### config.mk
export PLATFORM = sky130hd
export DESIGN_NAME = param_instr_queue
export DESIGN_NICKNAME = d
export VERILOG_FILES = /design/src/rtl/piq_pkg.sv /design/src/rtl/piq_ptr.sv /design/src/rtl/param_instr_queue.sv
export SDC_FILE = /design/constraint.sdc
export NUM_CORES = 1
export LEC_CHECK = 0
export ABC_CLOCK_PERIOD_IN_PS = 2200
export CORE_ASPECT_RATIO = 0.75
export CORE_UTILIZATION = 55
export CTS_BUF_LIST = sky130_fd_sc_hd__clkbuf_4
export DETAILED_ROUTE_END_ITERATION = 8
export PLACE_DENSITY = 0.78
export RECOVER_POWER = 50
export SLEW_MARGIN = 10
export SYNTH_ARGS = -nofsm -noshare
export SYNTH_HDL_FRONTEND = slang
export SYNTH_SLANG_ARGS = --single-unit
### constraint.sdc
create_clock -name clk -period 2.2 [get_ports clk]
set_input_delay 0.44 -clock clk [delete_from_list [all_inputs] [get_ports clk]]
set_output_delay 0.44 -clock clk [all_outputs]
set_load 0.02 [all_outputs]
### src/rtl/piq_pkg.sv
// Shared defaults and helpers for the parameterised instruction queue.
package piq_pkg;

    localparam int unsigned       PIQ_WIDTH    = 12;
    localparam int unsigned       PIQ_OPC_W    = 3;
    localparam logic [PIQ_OPC_W-1:0] PIQ_HALT_OPC = 3'b111;

    // Occupancy counter must represent 0..DEPTH inclusive.
    function automatic int unsigned piq_cnt_w(input int unsigned depth);
        return $clog2(depth + 1);
    endfunction

endpackage

### src/rtl/piq_ptr.sv
// Modulo-DEPTH incrementing pointer with synchronous clear and async active-low reset.
module piq_ptr #(
    parameter int unsigned DEPTH = 8
) (
    input  logic                     clk,
    input  logic                     rst_n,
    input  logic                     clear,
    input  logic                     inc,
    output logic [$clog2(DEPTH)-1:0] ptr
);

    localparam int unsigned AW = $clog2(DEPTH);

    // DEPTH is a power of two, so natural overflow gives the modulo wrap.
    always_ff @(posedge clk or negedge rst_n) begin
        if (!rst_n) begin
            ptr <= '0;
        end else if (clear) begin
            ptr <= '0;
        end else if (inc) begin
            ptr <= ptr + AW'(1);
        end
    end

endmodule

### src/rtl/param_instr_queue.sv
// Instruction FIFO with optional halt-opcode detection (macro PIQ_HALT_DETECT_EN).
module param_instr_queue
    import piq_pkg::*;
#(
    parameter int unsigned          WIDTH    = PIQ_WIDTH,
    parameter int unsigned          DEPTH    = 8,
    parameter int unsigned          OPC_W    = PIQ_OPC_W,
    parameter logic [OPC_W-1:0]     HALT_OPC = OPC_W'(PIQ_HALT_OPC)
) (
    input  logic                           clk,
    input  logic                           rst_n,
    input  logic                           flush,
    input  logic                           in_valid,
    output logic                           in_ready,
    input  logic [WIDTH-1:0]               in_data,
    output logic                           out_valid,
    input  logic                           out_ready,
    output logic [WIDTH-1:0]               out_data,
    output logic [piq_cnt_w(DEPTH)-1:0]    count,
    output logic                           halted
);

    localparam int unsigned AW = $clog2(DEPTH);
    localparam int unsigned CW = piq_cnt_w(DEPTH);

`ifdef PIQ_HALT_DETECT_EN
    localparam bit HALT_EN = 1'b1;
`else
    localparam bit HALT_EN = 1'b0;
`endif

    logic [WIDTH-1:0] mem [DEPTH];
    logic [AW-1:0]    head;
    logic [AW-1:0]    tail;
    logic             push_acc;
    logic             pop;
    logic             is_halt;
    logic             store;

    assign in_ready  = (count != CW'(DEPTH)) && !halted;
    assign out_valid = (count != '0);
    assign out_data  = mem[head];

    assign push_acc = in_valid && in_ready;
    assign pop      = out_valid && out_ready;
    assign is_halt  = HALT_EN && (in_data[WIDTH-1 -: OPC_W] == HALT_OPC);
    // A halt word is consumed by the handshake but never occupies a slot.
    assign store    = push_acc && !is_halt;

    piq_ptr #(.DEPTH(DEPTH)) u_head (
        .clk   (clk),
        .rst_n (rst_n),
        .clear (flush),
        .inc   (pop),
        .ptr   (head)
    );

    piq_ptr #(.DEPTH(DEPTH)) u_tail (
        .clk   (clk),
        .rst_n (rst_n),
        .clear (flush),
        .inc   (store),
        .ptr   (tail)
    );

    always_ff @(posedge clk or negedge rst_n) begin
        if (!rst_n) begin
            for (int unsigned i = 0; i < DEPTH; i++) begin
                mem[i] <= '0;
            end
        end else if (store && !flush) begin
            mem[tail] <= in_data;
        end
    end

    always_ff @(posedge clk or negedge rst_n) begin
        if (!rst_n) begin
            count <= '0;
        end else if (flush) begin
            count <= '0;
        end else if (store && !pop) begin
            count <= count + CW'(1);
        end else if (!store && pop) begin
            count <= count - CW'(1);
        end
    end

`ifdef PIQ_HALT_DETECT_EN
    always_ff @(posedge clk or negedge rst_n) begin
        if (!rst_n) begin
            halted <= 1'b0;
        end else if (flush) begin
            halted <= 1'b0;
        end else if (push_acc && is_halt) begin
            halted <= 1'b1;
        end
    end
`else
    assign halted = 1'b0;
`endif

endmodule

======== Yosys cells after proc, flatten, opt, wreduce, memory -nomap -nowiden ========
Cells that the tools add are included.
word-level totals
  register bits ........................... 106
  word-level logic and storage cells ...... 47
operators by class
  add/subtract/negate cells ............... 4
  order comparisons ....................... 3
  equal/unequal tests ..................... 1
  mux-type cells .......................... 13
  bitwise operators ....................... 2
  reductions and logical operators ........ 13
operator list
  cell                 count
  $bwmux 96            1
  $bmux 12 s3          1
  $demux 12 s3         1
  $mux 12              3
  $mux 3               4
  $mux 4               3
  $ge 4x4->1 const B   2
  $not 3->4            2
  $add 3x1->3 const B  2
  $logic_and 1x1->1    6
  $add 4x1->4 const B  1
  $lt 4x1->1 const B   1
  $ne 4x4->1 const B   1
  $reduce_bool 2->1    2
  $reduce_bool 4->1    1
  $sub 4x1->4 const B  1
  $logic_not 1->1      3
  $reduce_bool 3->1    1

======== Longest topological paths before layout ========
Gate-level depths: netlist (run 1).
  depth after elaboration ................. 7
  mapped depth ............................ 9
  mapped depth without buffers ............ 7

======== By module ========
From an unflattened synthesis (run 1), not the netlist that was laid out.
second synthesis, totals
  cells, all modules ...................... 322
  area, all modules ....................... 5067.4 um^2
modules (own cells, without submodules)
  module             times used  cells each  area each (um^2)
  param_instr_queue  1           300         4794.6
  piq_ptr            2           11          136.4

======== Worst setup path after synthesis (run 1) ========
OpenSTA, ideal clock, no wires.
  path kind ............................... register -> register
  start ................................... register count[0]
  end ..................................... register count[3]
  arrival time ............................ 2.440 ns
  required time ........................... 2.084 ns
  setup slack ............................. -0.355 ns
  cell stages (with the launch flop) ...... 10
  path buffers ............................ 2
  cells stage by stage .................... dfrtp_1 buf_6 or4b_1 buf_6 nand3_1 ha_1 a21o_2 a2111oi_0 mux2i_1 o311ai_0
on the way
  elaborated cells on any way between the ends .. 14
  classes of those cells .................. add/sub (2); eq/ne (1); mux (3); reduce/logical (8)
RTL lines
  element                                               RTL line                                          text
  start: declaration                                    param_instr_queue.sv:19                           output logic [piq_cnt_w(DEPTH)-1:0] count,
  start signal: assignment                              param_instr_queue.sv:82                           count <= count + CW'(1);
  start signal: assignment                              param_instr_queue.sv:84                           count <= count - CW'(1);
  $ne 4x4->1 (*)                                        param_instr_queue.sv:40                           assign in_ready = (count != CW'(DEPTH)) && !halted;
  via in_ready                                          param_instr_queue.sv:14                           output logic in_ready,
  $logic_and 1x1->1 (*)                                 param_instr_queue.sv:44                           assign push_acc = in_valid && in_ready;
  $logic_and 1x1->1 or $logic_not 1->1 (tied branches)  param_instr_queue.sv:81, param_instr_queue.sv:83
  $mux 4 or $logic_and 1x1->1 (tied branches)           param_instr_queue.sv:81, param_instr_queue.sv:83
  $mux 4 or $reduce_bool 3->1 (tied branches)           n/a
The timed path passes the listed nets; every way through them passes the cells marked *. The select of a mux whose other input is x is not followed.
A chain may end at the register's enable or synchronous reset.

======== Final worst setup path (run 1) ========
  start ................................... register u_head.ptr[0]
  end ..................................... output port out_data[5]
on the way
  cells in the longest elaborated chain, start to end .. 4
RTL lines
  element                                     RTL line                 text
  start: declaration                          piq_ptr.sv:9             output logic [$clog2(DEPTH)-1:0] ptr
  start signal: assignment                    piq_ptr.sv:21            ptr <= ptr + AW'(1);
  $not 3->4 (implied by the code)             param_instr_queue.sv:42  assign out_data = mem[head];
  $bmux 12 s3                                 param_instr_queue.sv:42
  $mux 12 (implied by the code) (2 in a row)  param_instr_queue.sv:42
  end: declaration                            param_instr_queue.sv:18  output logic [WIDTH-1:0] out_data,
Every way passes these cells. The select of a mux whose other input is x is not followed.

==> out/results.ini, run 1 <==
[routing]
drc=0
firstDrtPassIters=4
ant_nets=0
drt_iter0_drc=146
vias_per_cell=5.66
wl_per_cell_um=20.2
via_count=3005
wirelength_um=10700

[yosys]
synth_area_per_cell_um2=16.3
yosysWarningCount=0
synth_edf_count=0
synth_top_flop_cell=dfrtp_1
synth_area_mm2=0.00525
synthCells=323
netlist-cell-type-count=41
yosysSeqAreaShare_pct=50.5
synth-async-reset-ratio_pct=100
ys_ff_latch=106
synth_nets=345

[sta]
clock.fmax_ghz=0.393
setup_viol=13
rsz0062_at_grt=true
tightest_slew_ns=0.921
drv_slew=0
final-hold-violation-count=0
fin_skew_ns=0.0288
final.period_utilization_pct=116
slew_headroom_pct=38.6
setup_slack_ns=-0.345
period_needed_ns=2.55

[placed_design]
placed_cells_incl_taps=508
dp_hpwl_um=7210
dp_slack_ns=-0.223
gp_congestion=0.810
placement.io_buffers=34

[global_route]
grt_max_degree=36
antenna_found_initial=0
grt_pass1_vias=3217
overflow=0
grt_pass1_wl_um=17900
grt_use_total_pct=24.4

[clocking]
ctsHtreeMaxLevel=3
root_buffer=clkbuf_4
worstSkewPairLatency_ns=0.47
path_clk_slew_ns=0.17
cts_tree=yes
cts_buffer_depth=2
cts_sinks=106
cts_buffers=9

[layout]
layout_commonest_cell=dfrtp_1
drive_above_1_share_pct=58.3
post_layout_nonfiller_instances=531
diodes=0
synthToLayoutAreaGrowth_pct=20.6
fin_nets=420
mostFrequentLayoutCells=101 x dfrtp_1, 69 x mux2_2, 39 x mux2_4, 34 x buf_4, 24 x mux4_2
n_fill_cell=638

[worst_setup_path]
cp.arrival_ns=2.11
crit_path_end_kind=primary output
critPathKind=reg -> out
crit_path_start_kind=flip-flop
critPathSlowestCell=mux4_2
cp_data_required_time_ns=1.76
crit_path_max_fanout=6
slowest_delay_ns=0.49
crit_chain=buf_4, buf_12, mux4_2, mux2_4, buf_6

[worst_hold_path]
hold_path_class=reg -> reg

[power]
p_sw_share_pct=32.5
total_power_mw=7.30
powerDensity_mw_per_mm2=1150
p_comb_share_pct=48.2
p_int_mw=4.93
leakagePower_nw=3.01
ir_drop_uv=625
power.switching_mw=2.38
seq_power_share_pct=37.7
p_clk_share_pct=14.1

[die]
fp.dieW_um=115
ios=36
die_height_um=86.6
rows=30
core_mm2=0.00916
start_util_pct=57.3
die_area_mm2=0.00994

[status]
outcome=finished with violations
violations=negative setup slack

[job]
drv_cap=0

## logic make-up (layout without fill, tap and decap cells)
group	after synthesis	in the layout	synth area share (%)
multiplexers	135	135	36.2
flip-flops	106	106	50.5
AND/OR/NAND/NOR	32	32	4.82
buffers and inverters	25	105	3.91
AO/OA/AOI/OAI	13	13	2.15
XOR/XNOR	6	6	1.00
adder cells (fa/ha/maj)	5	5	1.33
other	1	1	0.0714
## power by group through the flow
stage          clock, mW  sequential [mW]  combinational [mW]
2_1_floorplan          0             2.74                2.03
3_3_place_gp           0             2.75                3.06
3_5_place_dp           0             2.79                3.13
4_1_cts             1.06             2.75                3.58
5_1_grt             1.15             2.82                3.75
6_report            1.03             2.75                3.52
## synth_stat cells, types with 4 or more instances
library cell | instances | area share [%]
mux4_2 | 24 | 10
mux2_4 | 30 | 8.6
buf_6 | 5 | 1.1
nand2_1 | 4 | 0.29
nor2_1 | 10 | 0.72
clkbuf_1 | 5 | 0.36
dfrtp_1 | 106 | 51
ha_1 | 4 | 0.95
a21oi_1 | 4 | 0.38
mux2_2 | 78 | 17
## worst max-delay path, delay by kind of cell (launching register included)
family | cells | cell delay (ns)
DFF | 1 | 0.45
buffers and inverters | 3 | 0.40
muxes | 2 | 0.78
## registers in the layout, indices dropped and copies added, names as in the netlist
register / count
count: 4
mem: 96
u_head.ptr: 3
u_tail.ptr: 3
## through the flow
step / utilization [%] / hold WS, ns / instance area [um^2] / TNS, ns
after floorplan: - / 0.144 / 5310 / -0.0801
after global placement: 65.9 / 0.432 / 6040 / -2.94
after detailed placement: 65.9 / 0.428 / 6040 / -4.28
after CTS: 69.5 / 0.438 / 6370 / -4.43
after global routing: 69.1 / 0.538 / 6330 / -5.24
final: 69.1 / 0.524 / 6330 / -4.07
## routing by layer
layer	share of wire (%)	wire (um)	global-route usage [%]	vias up
li1	-	-	-	1355
met5	0	0	0	-
met4	0.92	99	6.14	0
met3	2.6	280	5.38	13
met1	49	5260	35.4	1599
met2	47	5090	37.9	38
## final cells by class
type / instances / area [um^2] / area share (%)
timing repair buffer: 86 / 852 / 13.5
clock inverter: 5 / 62.6 / 0.988
tap: 128 / 160 / 2.53
inverter: 3 / 11.3 / 0.178
clock buffer: 11 / 82.6 / 1.30
sequential: 106 / 2660 / 42.0
multi-input combinational: 192 / 2500 / 39.5
## worst paths after layout
check,from,to,slack (ns),depth (start not counted)
setup reg to reg,count[0]$_DFFE_PN0P_,count[3]$_DFFE_PN0P_,-0.05,8
hold / removal,mem[79]$_DFFE_PN0P_,mem[79]$_DFFE_PN0P_,0.52,1
hold reg to reg,mem[79]$_DFFE_PN0P_,mem[79]$_DFFE_PN0P_,0.52,1
min in group asynchronous,rst_n,mem[1]$_DFFE_PN0P_,0.62,2
max in group asynchronous,rst_n,u_head.ptr[0]$_DFFE_PN0P_,0.28,3
setup / recovery,u_head.ptr[0]$_DFFE_PN0P_,out_data[5],-0.35,5
## what timing repair did
item / in CTS / in global routing
buffers inserted: 4 / 2
cloned: 2 / 0
endpoints found under the hold margin: 31 / 0
setup endpoints to repair: 16 / 13
resized for setup: 100 / 5
pin swaps: 1 / 0
hold buffers: 1 / 0
Note: power is estimated with default switching activity, not from simulation.
==> run 2, diff against run 1 <==
CTS_CLUSTER_SIZE = 40   (was unset)
SYNTH_HIERARCHICAL = 1   (was unset)
==> run 2 against run 1 <==
Against the previous run: the run still ends with negative setup slack left; cell count decreased by 4.1%; power decreased by 4.4%; global-route usage decreased by 0.38 points; cell area decreased by 2.3%; worst hold slack got worse by 0.0059 ns; clock power decreased by 16%; sequential cell count unchanged; clock-buffer cell count decreased by 2; routed wire length decreased by 1.9%; die area decreased by 3.4%; sequential power about the same; via count decreased by 0.83%.
==> out/results.ini, run 2 <==
[yosys]
synth_area_per_cell_um2=15.7
synth_top_area_share_pct=52.3
synth_nets=344
synth_area_mm2=0.00507
yosysTopAreaCell=dfrtp_1
netlist-cell-type-count=43
synth_edf_count=0
synthTopCellsByArea=dfrtp_1 52%, mux2_2 22%, mux4_2 11%
synth_top_flop_cell=dfrtp_1
ys_top_cells_by_count=106 x dfrtp_1, 98 x mux2_2, 24 x mux4_2, 10 x mux2_4, 9 x nor2_1
yosysSeqAreaShare_pct=52.3
ys_ff_latch=106
synthCells=322
synth_most_common_cell=dfrtp_1
synth-async-reset-ratio_pct=100
yosysWarningCount=6

[worst_setup_path]
cp.arrival_ns=2.09
critPathSlowestCell=mux4_2
crit_path_end_kind=primary output
path_buf_inv=3
path_depth=5
cpLargestDelayFamily=multiplexers
critPathKind=reg -> out
r2r_cells=9
crit_chain=buf_6, buf_12, mux4_2, mux2_4, buf_6
cpMostUsedCell=buf_6
cp_data_required_time_ns=1.76
crit_path_max_fanout=8
slowest_delay_ns=0.50
crit_path_start_kind=flip-flop

[clocking]
cts_buffer_depth=2
cts_tree=yes
root_buffer=clkbuf_4
ctsHtreeMaxLevel=3
worstSkewPairLatency_ns=0.47
cts_buffers=9
cts_sinks=106
path_clk_slew_ns=0.16

[routing]
wl_per_cell_um=20.7
wirelength_um=10500
firstDrtPassIters=4
via_count=2980
dr_wl_met2_um=5330
wl_met3_um=360
routed.top_layer=met4
m1WireLength_um=4720
vias_per_cell=5.85
drc=0
drt_iter0_drc=137
ant_nets=0

[global_route]
antenna_found_initial=0
grt_pass1_wl_um=16700
grt_use_total_pct=24.1
grt_max_degree=57
grt_pass1_vias=3125
overflow=0

[sta]
drv_slew=0
setup-tns-final_ns=-3.80
final-hold-violation-count=0
clock.fmax_ghz=0.394
fin_skew_ns=0.0136
setup_slack_ns=-0.335
slew_headroom_pct=50.1
rsz0062_at_grt=true
tightest_slew_ns=0.749
final.period_utilization_pct=115
period_needed_ns=2.53
setup_viol=13
whs_ns=0.518

[placed_design]
placement.io_buffers=34
dp_hpwl_um=6790
dp_slack_ns=-0.383
postPlaceCellArea_mm2=0.00582
placed_cells_incl_taps=481
gp_congestion=0.868

[layout]
largest_reg_flops=96
top_regs=mem x96, count x4
multi_input_area_mm2=0.00238
post_layout_nonfiller_instances=509
final_util_pct=71.0
synthToLayoutAreaGrowth_pct=22.0
fin_nets=418
regArea_mm2=0.00266
regMostFlops=mem
n_fill_cell=578
mostFrequentLayoutCells=104 x dfrtp_1, 87 x mux2_2, 24 x mux4_2, 24 x buf_4, 21 x mux2_4
diodes=0
layout_commonest_cell=dfrtp_1
stdcell_area_mm2=0.00618
drive_above_1_share_pct=56.9

[die]
rows=29
fp.dieW_um=113
die_area_mm2=0.00961
ios=36
die_height_um=85.1
start_util_pct=58.2
core_mm2=0.00871

[worst_hold_path]
hold_path_class=reg -> reg
min_path_cells=1

[power]
ir_drop_uv=653
leakagePower_nw=2.91
powerDensity_mw_per_mm2=1130
total_power_mw=6.98

[status]
outcome=finished with violations
violations=negative setup slack

[job]
drv_cap=0

[run 2: where the power goes]
part / switching, mW / internal [mW] / total (mW)
registers: 0.297 / 2.45 / 2.75
logic: 1.36 / 2.01 / 3.37
clock network: 0.636 / 0.229 / 0.865
[run 2: routing by layer]
metal	vias to the layer above	global-route usage [%]
met5	-	0
met4	0	6.91
met3	12	5.93
met2	53	39.5
met1	1569	32.3
li1	1346	-
[run 2: worst paths after layout]
kind / from / endpoint / slack (ns)
min in group asynchronous: rst_n / mem[49]$_DFFE_PN0P_ / 0.54
hold reg to reg: mem[2]$_DFFE_PN0P_ / mem[2]$_DFFE_PN0P_ / 0.52
hold / removal: mem[2]$_DFFE_PN0P_ / mem[2]$_DFFE_PN0P_ / 0.52
setup reg to reg: count[2]$_DFFE_PN0P_ / count[3]$_DFFE_PN0P_ / -0.07
max in group asynchronous: rst_n / mem[15]$_DFFE_PN0P_ / 0.38
setup / recovery: u_head/ptr[0]$_DFFE_PN0P_ / out_data[10] / -0.33
[run 2: layout make-up]
type / count / share of cell area (%)
clock buffers: 9 / 1.09
repair buffers: 80 / 14.3
well taps: 108 / 2.18
multi-input cells: 194 / 38.5
flip-flops and latches: 106 / 42.9
clock inverters: 7 / 0.728
inverters: 5 / 0.303
[run 2: logic make-up (layout without fill, tap and decap cells)]
logic type      Yosys count  after routing  synth area share, %
fa+ha+maj                 5              5                 1.38
xor+xnor                  4              4                0.691
other cells               1              1               0.0740
simple gates             34             34                 4.17
flops                   106            106                 52.3
compound gates           14             14                 2.15
buf+inv                  22            101                 2.99
mux                     136            136                 36.2
[run 2: what timing repair did]
item,CTS,global route
setup buffers,5,6
hold endpoints to repair,27,0
gates resized for setup,100,13
hold buffers,1,0
gates cloned,1,1
pin swaps,3,3
endpoints found under the setup margin,28,37
